### src/rtl/ann_stage_decider.sv
// ann_stage_decider
//   Post-processing stage that follows the ANN scoring core. It accepts one
//   vector of signed class scores per EEG epoch and finds the argmax
//   sequentially, comparing one class per cycle. The winning class is the raw
//   stage, and the gap between the best and second-best scores is reported as
//   a confidence margin. A majority vote over recent epochs can optionally
//   smooth the reported stage.
//
//   Optional feature macro: STAGE_VOTE_EN
//     defined   : VOTE_DEPTH-entry history ring with a majority vote.
//     undefined : no history storage, stage = raw_class, hist_clr ignored.
//   Both builds spend one cycle in VOTE, so the latency is the same.
//
// Ports
//   clk          in   rising-edge clock
//   rst_n        in   asynchronous active-low reset
//   score_valid  in   scores_flat holds a valid vector
//   score_ready  out  block can accept a vector (high only in IDLE)
//   scores_flat  in   class i at [i*SCORE_W +: SCORE_W], signed
//   hist_clr     in   synchronous clear of the vote history
//   stage_valid  out  result valid, held until stage_ready
//   stage_ready  in   consumer accepts the result
//   stage        out  reported (voted) stage
//   raw_class    out  argmax of the current epoch
//   margin       out  unsigned best minus second-best score
module ann_stage_decider #(
    parameter  int SCORE_W     = 16,
    parameter  int NUM_CLASSES = 4,
    parameter  int VOTE_DEPTH  = 5,
    localparam int CLS_W       = $clog2(NUM_CLASSES)
) (
    input  logic                           clk,
    input  logic                           rst_n,
    input  logic                           score_valid,
    output logic                           score_ready,
    input  logic [NUM_CLASSES*SCORE_W-1:0] scores_flat,
    input  logic                           hist_clr,
    output logic                           stage_valid,
    input  logic                           stage_ready,
    output logic [CLS_W-1:0]               stage,
    output logic [CLS_W-1:0]               raw_class,
    output logic [SCORE_W-1:0]             margin
);

    typedef enum logic [1:0] {S_IDLE, S_SCAN, S_VOTE, S_OUT} state_t;

    localparam logic [CLS_W-1:0]   LAST_IDX = CLS_W'(NUM_CLASSES - 1);
    localparam logic [SCORE_W-1:0] MOST_NEG = {1'b1, {(SCORE_W-1){1'b0}}};

    state_t state, next_state;

    logic signed [SCORE_W-1:0] scores_q [NUM_CLASSES];
    logic signed [SCORE_W-1:0] best, second;
    logic        [CLS_W-1:0]   best_idx, scan_idx;
    logic signed [SCORE_W-1:0] cur_score;
    logic signed [SCORE_W:0]   diff;
    logic        [CLS_W-1:0]   vote_stage;

    // ------------------------------------------------------------------
    // Control FSM
    // ------------------------------------------------------------------
    always_ff @(posedge clk or negedge rst_n) begin
        // NOTE: sequential state uses non-blocking assignments only, so every
        // register samples values from before the clock edge.
        if (!rst_n) state <= S_IDLE;
        else        state <= next_state;
    end

    always_comb begin
        // NOTE: next_state gets a default before the case statement, so no
        // path can leave it unassigned. That default prevents a latch.
        next_state = state;
        case (state)
            S_IDLE: if (score_valid)          next_state = S_SCAN;
            S_SCAN: if (scan_idx == LAST_IDX) next_state = S_VOTE;
            S_VOTE:                           next_state = S_OUT;
            S_OUT:  if (stage_ready)          next_state = S_IDLE;
            default:                          next_state = S_IDLE;
        endcase
    end

    assign score_ready = (state == S_IDLE);
    assign stage_valid = (state == S_OUT);

    // ------------------------------------------------------------------
    // Sequential argmax datapath
    // ------------------------------------------------------------------
    assign cur_score = scores_q[scan_idx];
    // Both operands are sign-extended by one bit. The difference is never
    // negative and always fits in SCORE_W bits, so the low bits are the
    // unsigned margin.
    assign diff = {best[SCORE_W-1], best} - {second[SCORE_W-1], second};

    always_ff @(posedge clk or negedge rst_n) begin
        if (!rst_n) begin
            for (int i = 0; i < NUM_CLASSES; i++) scores_q[i] <= '0;
            best      <= '0;
            second    <= '0;
            best_idx  <= '0;
            scan_idx  <= '0;
            raw_class <= '0;
            stage     <= '0;
            margin    <= '0;
        end else begin
            case (state)
                S_IDLE: if (score_valid) begin
                    for (int i = 0; i < NUM_CLASSES; i++)
                        scores_q[i] <= scores_flat[i*SCORE_W +: SCORE_W];
                    best     <= scores_flat[SCORE_W-1:0];
                    second   <= MOST_NEG;
                    best_idx <= '0;
                    scan_idx <= CLS_W'(1);
                end
                S_SCAN: begin
                    // Strict '>' keeps the lower index on ties. A score equal
                    // to the best still replaces second, which gives margin 0.
                    if (cur_score > best) begin
                        second   <= best;
                        best     <= cur_score;
                        best_idx <= scan_idx;
                    end else if (cur_score > second) begin
                        second <= cur_score;
                    end
                    scan_idx <= scan_idx + 1'b1;
                end
                S_VOTE: begin
                    raw_class <= best_idx;
                    margin    <= diff[SCORE_W-1:0];
                    stage     <= vote_stage;
                end
                default: ;
            endcase
        end
    end

`ifdef STAGE_VOTE_EN
    // ------------------------------------------------------------------
    // Vote history ring and majority vote
    // ------------------------------------------------------------------
    localparam int PTR_W = (VOTE_DEPTH > 1) ? $clog2(VOTE_DEPTH) : 1;
    localparam int CNT_W = $clog2(VOTE_DEPTH + 1);
    localparam logic [CNT_W-1:0] FULL_CNT = CNT_W'(VOTE_DEPTH);
    localparam logic [PTR_W-1:0] LAST_PTR = PTR_W'(VOTE_DEPTH - 1);

    logic [CLS_W-1:0] hist [VOTE_DEPTH];
    logic [PTR_W-1:0] wr_ptr, base_ptr, next_ptr;
    logic [CNT_W-1:0] hist_cnt, base_cnt, new_cnt;
    logic [CNT_W-1:0] votes [NUM_CLASSES];
    logic [CNT_W-1:0] top_cnt;
    logic [CLS_W-1:0] top_cls;

    // A clear that arrives in VOTE acts first. The current epoch is then
    // written as the only entry.
    assign base_ptr = hist_clr ? '0 : wr_ptr;
    assign base_cnt = hist_clr ? '0 : hist_cnt;
    assign new_cnt  = (base_cnt == FULL_CNT) ? base_cnt : base_cnt + 1'b1;
    assign next_ptr = (base_ptr == LAST_PTR) ? '0 : base_ptr + 1'b1;

    // Entries fill from index 0 after a clear. While the ring is not full,
    // the valid entries are therefore exactly [0, new_cnt).
    always_comb begin
        logic [CLS_W-1:0] entry;
        entry = '0;
        for (int c = 0; c < NUM_CLASSES; c++) votes[c] = '0;
        for (int j = 0; j < VOTE_DEPTH; j++) begin
            entry = (PTR_W'(j) == base_ptr) ? best_idx : hist[j];
            if (CNT_W'(j) < new_cnt) votes[entry] = votes[entry] + 1'b1;
        end
        top_cls = '0;
        top_cnt = votes[0];
        for (int c = 1; c < NUM_CLASSES; c++) begin
            if (votes[c] > top_cnt) begin
                top_cnt = votes[c];
                top_cls = CLS_W'(c);
            end
        end
        // The newest epoch wins a tie if it is among the maxima. Otherwise
        // the lowest tied index wins.
        vote_stage = (votes[best_idx] == top_cnt) ? best_idx : top_cls;
    end

    always_ff @(posedge clk or negedge rst_n) begin
        if (!rst_n) begin
            wr_ptr   <= '0;
            hist_cnt <= '0;
        end else if (state == S_VOTE) begin
            wr_ptr   <= next_ptr;
            hist_cnt <= new_cnt;
        end else if (hist_clr) begin
            wr_ptr   <= '0;
            hist_cnt <= '0;
        end
    end

    // NOTE: the ring storage has no reset. hist_cnt alone determines which
    // entries count, so stale contents are never read.
    always_ff @(posedge clk) begin
        if (state == S_VOTE) hist[base_ptr] <= best_idx;
    end
`else
    logic unused_hist_clr;
    assign unused_hist_clr = hist_clr;
    assign vote_stage      = best_idx;
`endif

endmodule

### config.mk
export PLATFORM = sky130hd
export DESIGN_NAME = ann_stage_decider
export DESIGN_NICKNAME = d
export VERILOG_FILES = /design/src/rtl/ann_stage_decider.sv
export SDC_FILE = /design/constraint.sdc
export NUM_CORES = 1
export LEC_CHECK = 0
export CORE_UTILIZATION = 55
export CTS_CLUSTER_SIZE = 14
export DETAILED_ROUTE_END_ITERATION = 10
export HOLD_SLACK_MARGIN = 0.12
export PLACE_DENSITY_LB_ADDON = 0.3
export SLEW_MARGIN = 10
export SYNTH_ARGS = -nofsm -noshare
export SYNTH_HDL_FRONTEND = slang
export SYNTH_SLANG_ARGS = --single-unit
### constraint.sdc
create_clock -name clk -period 9.5 [get_ports clk]
set_input_delay 2.85 -clock clk [delete_from_list [all_inputs] [get_ports clk]]
set_output_delay 2.85 -clock clk [all_outputs]
set_load 0.03 [all_outputs]
==> results.md, run 1 <==
* Outcome: finished clean
* WL final at between 10000 and 15000 um
* Max_slew headroom at 38.8%
* Max incr delay on CP at 0.73 ns
* P_leak at ~3.8 nW
* Post-DP HPWL at roughly 11000 um
* Mapped Cells at 580
* Vias per cell at 5.72
* ANT nets after route at 0
* # rows at 40
* Multi-input logic area at 3610 sq um
* Number of synthesized register bits at 120
* Top-area cell type share of the netlist area at roughly 44%
* Post-synth cell types at 56
* Fmax at 190 MHz
* Die span in y at 114 um
* CTS tree: yes
* Register area share after synthesis at 43.6%
* Critical Path RT at around 9.8 ns
* Worst-margin pin slew at 0.919 ns
* Delay-heaviest family, CP: compound AO/OA/AOI/OAI gates
* Period utilization at a little under three fifths
* Comb pwr share at 57.4%
* Die area at 13000 sq um
* 1st-iter DRT viols at 292
* DR DRC count at 0
* CP Cell Sequence: clkdlybuf4s50_1 > nand2_2 > buf_4 > o21ai_1 > a22oi_4 > mux2_2
* Clk sinks at 120
* Int Pwr at around 0.0022 W
* Synth top area cells: dfrtp_1 (44%), mux2_2 (14%), ha_1 (9.4%)
* IO Pins at 91
* # H-tree levels at 4
* Reg area at 3000 sq um
* Crit path time final at 5.26 ns
* Gr ovfl total at 0
* Slowest CP cell: a22oi_4
* Cell Pwr Density at roughly 440 nW/um^2
* EDFF count, synth at 0
* Startpoint types: input pin
* Worst VDD drop at between 300 and 400 uV
* Crit end category: register
* Post-CTS Setup Repair Bufs at 0
* Largest net degree at the start of global routing at 75
* CTS Hold Bufs at 0
* Post-cts resize count at 0
* Syn_area_per_cell at approximately 12 sq um
* Clk pin slew, worst setup/hold paths at about 0.060 ns
* FILL cells at about 900
* Root Driver: clkbuf_16
* Die Width at 114 um
* Mapped Area at 6890 sq um
* Sequential power share at roughly a quarter
* RSZ-0062 raised after global routing: no
* Synth-to-Final Area Change at 23.6%
* HP Class: reg -> reg
* Adder and majority gate portion of the synthesized area at 9.73%
* Core Area at 12100 sq um
* Max-cap violations at 0
* # setup viols final at 0
* Post-synth top flop: dfrtp_1
* Cell taking the most area after synthesis: dfrtp_1
* Via count at 4857
* Gp weighted congestion at 0.855
* Largest family of logic cells by synthesized area: multiplexers
* Layout cell share with drive strength beyond 1 at 22.0%
* Gr usage total at 25.4%
* Sw frac at 41.1%
* Synth async-reset ratio at 100%
* Xor/xnor share of the synthesized area at 1.02%
* Final hold vios at 0
* Worst Path Buf+Inv at 2
* Wire length per cell at 17.6 um
* Critical path fanouts, max at 65
* Final Max Tran Viols at 0
* Critical path class: in -> reg
* Total power at 0.00374 W
* # nets final at 790
* CTS Buffer Depth at 2
* Worst skew pair latency at 0.42 ns
* IO buf count at 89
* CTS Buf Count at 17
* First-pass GRT wire length at 25300 um
* DRT Pass-1 Iters at 4
* Initial Util at about 57%
* Simple-gate share of the synthesized area at 6.48%
* Clk pwr share at 17.9%
* YS warnings at 0
* Initial antenna violation count at 0
* Vias in the first global route at 5117
* Setup Skew at 0.0118 ns
* Mux contribution to synthesized area at 24.4%
* Sw Pwr at 0.00154 W
* Syn_nets at 702
* Antenna diodes at 0
* Post-synthesis compound-gate area fraction at 10.7%
* Critical path arrival at around 5.6 ns
* Setup total negative slack at 0 ns
-- sequential cells by signal, summed over array words and instances (netlist names) --
register and count:
scores_q 64, best 16, margin 16, second 16, best_idx 2, raw_class 2, scan_idx 2, state 2
-- cell type report --
type,instances,share of cell area [%]
Clock buffer,19,5.32
Inverter,43,1.89
Clock inverter,13,1.98
Tap cell,168,2.47
Sequential cell,120,35.2
Timing Repair Buffer,93,10.8
Multi-Input combinational cell,393,42.3
-- worst min-delay path, cell delays in order (launching register included) --
cell and delay (ns):
dfrtp_1 0.34, nand2_1 0.06, o31ai_1 0.05
-- cells by family (layout without fill, tap and decap cells) --
| family | count (synthesis) | in the layout |
|---|---|---|
| mux | 137 | 137 |
| flops | 120 | 120 |
| compound gates | 101 | 101 |
| simple gates | 94 | 94 |
| buf+inv | 67 | 168 |
| fa+ha+maj | 53 | 53 |
| xor+xnor | 8 | 8 |
-- cell usage after synthesis (4+ instances only) --
cell type / count
mux2_2: 88
xnor2_1: 6
nor2b_1: 5
nor2_1: 16
ha_1: 52
nand2_1: 45
clkbuf_1: 16
o21ai_0: 14
a21boi_0: 16
dfrtp_1: 120
a21o_1: 11
nand4_1: 7
o211ai_1: 4
a21oi_1: 23
inv_1: 42
mux2i_1: 33
o21a_1: 5
mux4_2: 16
-- layout by cell type, fill, tap and decap left out, drive strengths merged, types with 2 or more instances in the layout --
cell	synthesis	final
mux2i	33	33
o21a	5	5
a21bo	2	2
dfrtp	120	120
a21boi	16	16
nor2b	5	5
a211oi	3	3
a211o	2	2
a31oi	3	3
o31ai	3	3
nor3	3	3
xor2	2	2
a311oi	2	2
nand4	8	8
buf	8	5
nor2	16	16
a21oi	23	23
and3	3	3
nand2	46	46
mux2	88	88
mux4	16	16
clkinvlp	0	4
clkinv	1	5
clkbuf	16	19
nand2b	2	2
a21o	11	11
inv	42	44
ha	52	52
bufinv	0	3
or3	3	3
o211ai	5	5
clkdlybuf4s50	0	88
xnor2	6	6
o31a	2	2
nand3	3	3
o21ai	16	16
-- power groups by stage --
| stage | Clock (W) | Combinational [W] | Sequential (W) |
|---|---|---|---|
| CTS | 0.000677 | 0.00215 | 0.000920 |
| finish | 0.000671 | 0.00215 | 0.000921 |
| global route | 0.000705 | 0.00235 | 0.000949 |
| detailed placement | 0 | 0.00212 | 0.000923 |
| floorplan | 0 | 0.00163 | 0.000936 |
| global placement | 0 | 0.00204 | 0.000904 |
-- layer usage --
layer | share of wire (%) | wire (um) | up-vias | track usage, %
li1 | - | - | 2292 | -
met1 | 46 | 6820 | 2419 | 33.7
met2 | 49 | 7240 | 128 | 41.4
met3 | 4.3 | 636 | 18 | 5.63
met4 | 1.4 | 211 | 0 | 8.74
met5 | 0 | 0 | - | 0
-- per-stage QoR --
step / worst slack, ns / util (%) / hold slack (ns) / instance area (sq um) / std cells
2_1_floorplan: 5.45 / - / 0.442 / 6890 / 580
3_3_place_gp: 3.89 / 65.2 / 0.464 / 7900 / 817
6_report: 4.24 / 70.4 / 0.482 / 8520 / 849
3_5_place_dp: 3.83 / 65.2 / 0.469 / 7900 / 817
5_1_grt: 4.10 / 70.4 / 0.506 / 8520 / 849
4_1_cts: 4.24 / 70.4 / 0.481 / 8520 / 849
-- worst paths after layout --
kind / start / to / slack, ns / depth (start not counted)
min reg2reg: margin[13]$_DFFE_PN0P_ / margin[13]$_DFFE_PN0P_ / 0.48 / 2
min in group asynchronous: rst_n / margin[11]$_DFFE_PN0P_ / 2.44 / 1
max reg2reg: scan_idx[1]$_DFFE_PN0P_ / second[15]$_DFFE_PN0P_ / 5.32 / 9
max: score_valid / second[15]$_DFFE_PN0P_ / 4.24 / 6
min: margin[13]$_DFFE_PN0P_ / margin[13]$_DFFE_PN0P_ / 0.48 / 2
max in group asynchronous: rst_n / best[10]$_DFFE_PN0P_ / 5.69 / 2
Note: power is estimated with default switching activity, not from simulation.
==> run 2: changes to the inputs <==
==> constraint.sdc (replaced) <==
create_clock -name clk -period 4.9 [get_ports clk]
set_input_delay 1.47 -clock clk [delete_from_list [all_inputs] [get_ports clk]]
set_output_delay 1.47 -clock clk [all_outputs]
set_load 0.03 [all_outputs]
==> results.md, run 2 (same netlist as run 1, synthesis figures left out) <==
* Post-DP HPWL at between 10000 and 15000 um
* # H-tree levels at 4
* Die Width at approximately 110 um
* Commonest non-fill, non-tap cell in the layout: dfrtp_1
* Commonest non-fill, non-tap cells in the layout: dfrtp_1 (120), mux2_2 (88), clkdlybuf4s50_1 (88)
* Worst-margin pin slew at 0.935 ns
* Critical Path RT at 5.22 ns
* Worst skew pair latency at 0.41 ns
* Comb pwr share at 57.0%
* CP Cell Sequence: buf_4 > mux4_2 > ha_1 > nand4_1 > or3_1 > a21o_1 > o211a_2 > o21ai_4 > mux2_2 > mux2i_1
* Crit end category: register
* Clk sinks at 120
* Worst Path Buf+Inv at 1
* # rows at 40
* # nets final at 794
* IO buf count at approximately 90
* P_leak at 3.82 nW
* 1st-iter DRT viols at 236
* Int Pwr at 0.00431 W
* Initial Util at 56.9%
* Post-cts resize count at 0
* Beginning of the worst hold path: best_idx[0]$_DFFE_PN0P_
* Max reg flops at 64
* Root Driver: clkbuf_16
* ANT nets after route at 0
* Clk pin slew, worst setup/hold paths at ~0.060 ns
* CTS Hold Bufs at 0
* Core Area at 12100 sq um
* Wire length per cell at around 18 um
* Vias in the first global route at 5007
* Max incr delay on CP at 0.70 ns
* Multi-input logic area at 3610 sq um
* Setup total negative slack at 0 ns
* DR DRC count at 0
* CTS Buffer Depth at 2
* Clk pwr share at 18.1%
* Met2 global-route usage at between 40% and 50%
* Outcome: finished clean
* Die area at 13000 sq um
* Gp weighted congestion at 0.877
* Critical path class: reg -> reg
* R2R setup slack at 0.93 ns
* Initial antenna violation count at 0
* Post-CTS Setup Repair Bufs at 0
* Worst VDD drop at 459 uV
* Sequential power share at between 20 and 25%
* Setup Skew at between 0.007 and 0.008 ns
* Via count at 4865
* Layout cell share with drive strength beyond 1 at 22.2%
* HP Class: reg -> reg
* Sw frac at 40.9%
* Crit path time final at 3.97 ns
* Sw Pwr at 0.00298 W
* WL final at 15200 um
* Slowest CP cell: dfrtp_1
* Largest net degree at the start of global routing at 76
* Critical path arrival at 4.30 ns
* FILL cells at 878
* Max_slew headroom at 37.7%
* Gr ovfl total at 0
* # setup viols final at 0
* Global routing's busiest layer: met2
* Delay-heaviest family, CP: multiplexers
* Reg with most FFs: scores_q
* Synth-to-Final Area Change at 24.0%
* Die span in y at 114 um
* GR Util met1 at between 30% and 40%
* IO Pins at 91
* Startpoint types: register
* Reg area at 3000 sq um
* GR Layer Usage met3 at 3.88%
* Setup crit start: scan_idx[0]$_DFFE_PN0P_
* Total power at about 0.0073 W
* Gr usage total at approximately 26%
* DRT Pass-1 Iters at 5
* CTS tree: yes
* Critical path fanouts, max at 18
* Max-cap violations at 0
* Vias per cell at around 5.7
* Period utilization at 81.0%
* CTS Buf Count at 17
* Antenna diodes at 0
* RSZ-0062 raised after global routing: no
* First-pass GRT wire length at 25400 um
* Final Max Tran Viols at 0
* Final hold vios at 0
* Fmax at 252 MHz
* Util after Layout at 70.6%
* Worst reg2reg path startpoint: scan_idx[0]$_DFFE_PN0P_
* Cell Pwr Density at 853 nW/um^2
==> run 2: changes by cell type in the layout (fill, tap and decap cells not counted) <==
cell / change
bufinv_16: +1
buf_4: +4
inv_6: -1
clkbuf_1: +2
clkinv_4: -3
clkbuf_8: -1
clkinv_2: +2
==> run 2: metrics by stage <==
stage                     area (sq um)  std cells  hold WS [ns]  setup slack (ns)
after floorplan                   6890        580         0.442              1.25
after global routing              8550        853         0.511             0.759
after detailed placement          7930        821         0.467             0.953
after global placement            7930        821         0.464              1.02
after CTS                         8550        853         0.484             0.923
final                             8550        853         0.486             0.929
==> run 2: worst paths after layout <==
kind                                             to  depth (start not counted)
max                           second[2]$_DFFE_PN0P_                         10
min                         best_idx[0]$_DFFE_PN0P_                          1
max reg2reg                   second[2]$_DFFE_PN0P_                         10
min reg2reg                 best_idx[0]$_DFFE_PN0P_                          1
max in group asynchronous  scores_q[40]$_DFFE_PN0P_                          2
min in group asynchronous    margin[11]$_DFFE_PN0P_                          1
==> run 2: area by class of cell <==
class | instances | share of cell area (%)
Clock buffer | 20 | 5.22
Multi-Input combinational cell | 393 | 42.2
Sequential cell | 120 | 35.1
Timing Repair Buffer | 97 | 11.1
Inverter | 43 | 1.89
Clock inverter | 12 | 2.03
Tap cell | 168 | 2.46
==> run 2: power by group through the flow <==
stage / Clock [W] / Sequential [W] / Combinational [W]
final: 0.00132 / 0.00182 / 0.00416
after global routing: 0.00138 / 0.00187 / 0.00454
after CTS: 0.00133 / 0.00181 / 0.00415
after detailed placement: 0 / 0.00181 / 0.00410
after global placement: 0 / 0.00178 / 0.00396
after floorplan: 0 / 0.00181 / 0.00316
==> run 2: metal layers <==
| metal | share of wire [%] | wire length [um] | vias up |
|---|---|---|---|
| li1 | - | - | 2287 |
| met1 | 45 | 6850 | 2411 |
| met2 | 49 | 7450 | 145 |
| met3 | 4.4 | 672 | 22 |
| met4 | 1.8 | 272 | 0 |
| met5 | 0 | 0 | - |
==> run 3: changes to the inputs <==
==> constraint.sdc (replaced) <==
create_clock -name clk -period 3.94 [get_ports clk]
set_input_delay 1.182 -clock clk [delete_from_list [all_inputs] [get_ports clk]]
set_output_delay 1.182 -clock clk [all_outputs]
set_load 0.03 [all_outputs]
==> results.md, run 3 (same netlist as run 1, synthesis figures left out) <==
* Commonest non-fill, non-tap cell in the layout: dfrtp_1
* Crit end category: register
* CTS Hold Bufs at 0
* Fmax at 264 MHz
* Post-CTS Setup Repair Bufs at 0
* P_leak at between 3 and 4 nW
* IO Pins at 91
* R2R setup slack at roughly 0.16 ns
* Wire length per cell at 17.9 um
* # H-tree levels at 4
* Critical path class: reg -> reg
* Clk pin slew, worst setup/hold paths at roughly 0.06 ns
* Commonest non-fill, non-tap cells in the layout: dfrtp_1 (120), mux2_2 (88), clkdlybuf4s50_1 (88)
* 1st-iter DRT viols at 203
* Max reg flops at 64
* Beginning of the worst hold path: margin[14]$_DFFE_PN0P_
* Antenna diodes at 0
* Gp weighted congestion at 0.875
* CTS Buffer Depth at 2
* Critical Path RT at 4.27 ns
* Worst Hold Depth at 2
* Dpl cells at 825
* CTS tree: yes
* Worst reg2reg path startpoint: scan_idx[0]$_DFFE_PN0P_
* DRT Pass-1 Iters at 4
* FILL cells at 869
* # nets final at 798
* Gr usage total at between 20% and 30%
* Setup Skew at 0.0168 ns
* Initial Util at between 50% and 60%
* Vias in the first global route at 5071
* Core Area at about 12000 sq um
* Period utilization at 96.0%
* # rows at 40
* HP Class: reg -> reg
* Worst-margin pin slew at 0.799 ns
* Reg area at 3000 sq um
* Die Width at 114 um
* Final Max Tran Viols at 0
* Total power at 0.00907 W
* DR DRC count at 0
* Initial antenna violation count at 0
* Worst VDD drop at 480 uV
* Reg with most FFs: scores_q
* Post-DP HPWL at 11100 um
* ANT nets after route at 0
* Die span in y at 114 um
* Root Driver: clkbuf_16
* Multi-input logic area at 3610 sq um
* Startpoint types: register
* Cell Pwr Density at 1060 nW/um^2
* Max_slew headroom at roughly 47%
* Layout cell share with drive strength beyond 1 at 22.9%
* Outcome: finished clean
* # setup viols final at 0
* First-pass GRT wire length at 25600 um
* CTS Buf Count at 17
* Util after Layout at 70.7%
* Final non-filler cell total at 857
* Via count at ~4800
* Vias per cell at 5.63
* WL final at around 15000 um
* RSZ-0062 raised after global routing: no
* Post-cts resize count at 0
* Clk sinks at between 100 and 150
* Crit path time final at about 3.8 ns
* Gr ovfl total at 0
* Critical path fanouts, max at 10
* Die area at 13000 sq um
* Worst R2R End: second[1]$_DFFE_PN0P_
* Largest net degree at the start of global routing at 74
* Final hold vios at 0
* Hold slack at about 0.48 ns
* Worst skew pair latency at approximately 0.42 ns
* Reg2Reg Depth at 11
* Setup total negative slack at 0 ns
* IO buf count at between 80 and 90
* Critical path arrival at 4.11 ns
* Synth-to-Final Area Change at 24.2%
* Max-cap violations at 0
* Endpoint, Worst Hold: margin[14]$_DFFE_PN0P_
run 3: cell count changes in the layout (fill, tap and decap cells not counted):
cell,delta
clkinv_4,+2
bufinv_16,-2
inv_8,+1
clkbuf_1,-2
clkinv_2,-2
buf_12,+1
buf_4,+3
inv_6,+4
clkbuf_8,-1
run 3: stage by stage:
stage	setup slack, ns	instance area, sq um
finish	0.158	8560
global route	0.0385	8560
CTS	0.166	8560
detailed placement	0.203	7970
global placement	0.272	7970
floorplan	0.286	6890
run 3: final cells by class:
cell class | instances | area share (%)
Multi-Input combinational cell | 393 | 42.1
Sequential cell | 120 | 35.1
Timing Repair Buffer | 101 | 11.6
Clock buffer | 17 | 4.97
Tap cell | 168 | 2.45
Clock inverter | 15 | 1.96
Inverter | 43 | 1.88
run 3: how the worst max path moves through the flow:
stage	start	to	slack (ns)	cells past startpoint
2_1_floorplan	scan_idx[0]$_DFFE_PN0P_	second[0]$_DFFE_PN0P_	0.29	11
3_5_place_dp	scan_idx[0]$_DFFE_PN0P_	second[6]$_DFFE_PN0P_	0.20	11
4_1_cts	scan_idx[0]$_DFFE_PN0P_	second[1]$_DFFE_PN0P_	0.17	11
6_report	scan_idx[0]$_DFFE_PN0P_	second[1]$_DFFE_PN0P_	0.16	11
5_1_grt	scan_idx[0]$_DFFE_PN0P_	second[1]$_DFFE_PN0P_	0.04	11
3_3_place_gp	scan_idx[0]$_DFFE_PN0P_	second[3]$_DFFE_PN0P_	0.27	11
run 3: critical path, stage by stage (launching register included):
cell      delay (ns)
dfrtp_1         0.34
buf_4           0.23
mux4_2          0.60
ha_1            0.34
and4_1          0.22
nand2_1         0.11
a2111o_1        0.43
o211ai_1        0.12
mux2_2          0.38
a22oi_4         0.36
buf_4           0.30
mux2i_1         0.23
run 3: per-layer routing:
layer / vias up / GRT usage [%] / wire length [um]
met4: 0 / 8.48 / 142
li1: 2299 / - / -
met3: 13 / 5.10 / 610
met1: 2398 / 34.1 / 6960
met5: - / 0 / 0
met2: 114 / 43.1 / 7630
run 3: report_power, final:
part	total [W]	leakage, nW	switching, W	internal [W]
Combinational	0.00532	2.10	0.00281	0.00251
Clock	0.00156	0.279	0.000612	0.000944
Sequential	0.00220	1.45	0.000358	0.00184
Total	0.00907	3.83	0.00378	0.00529
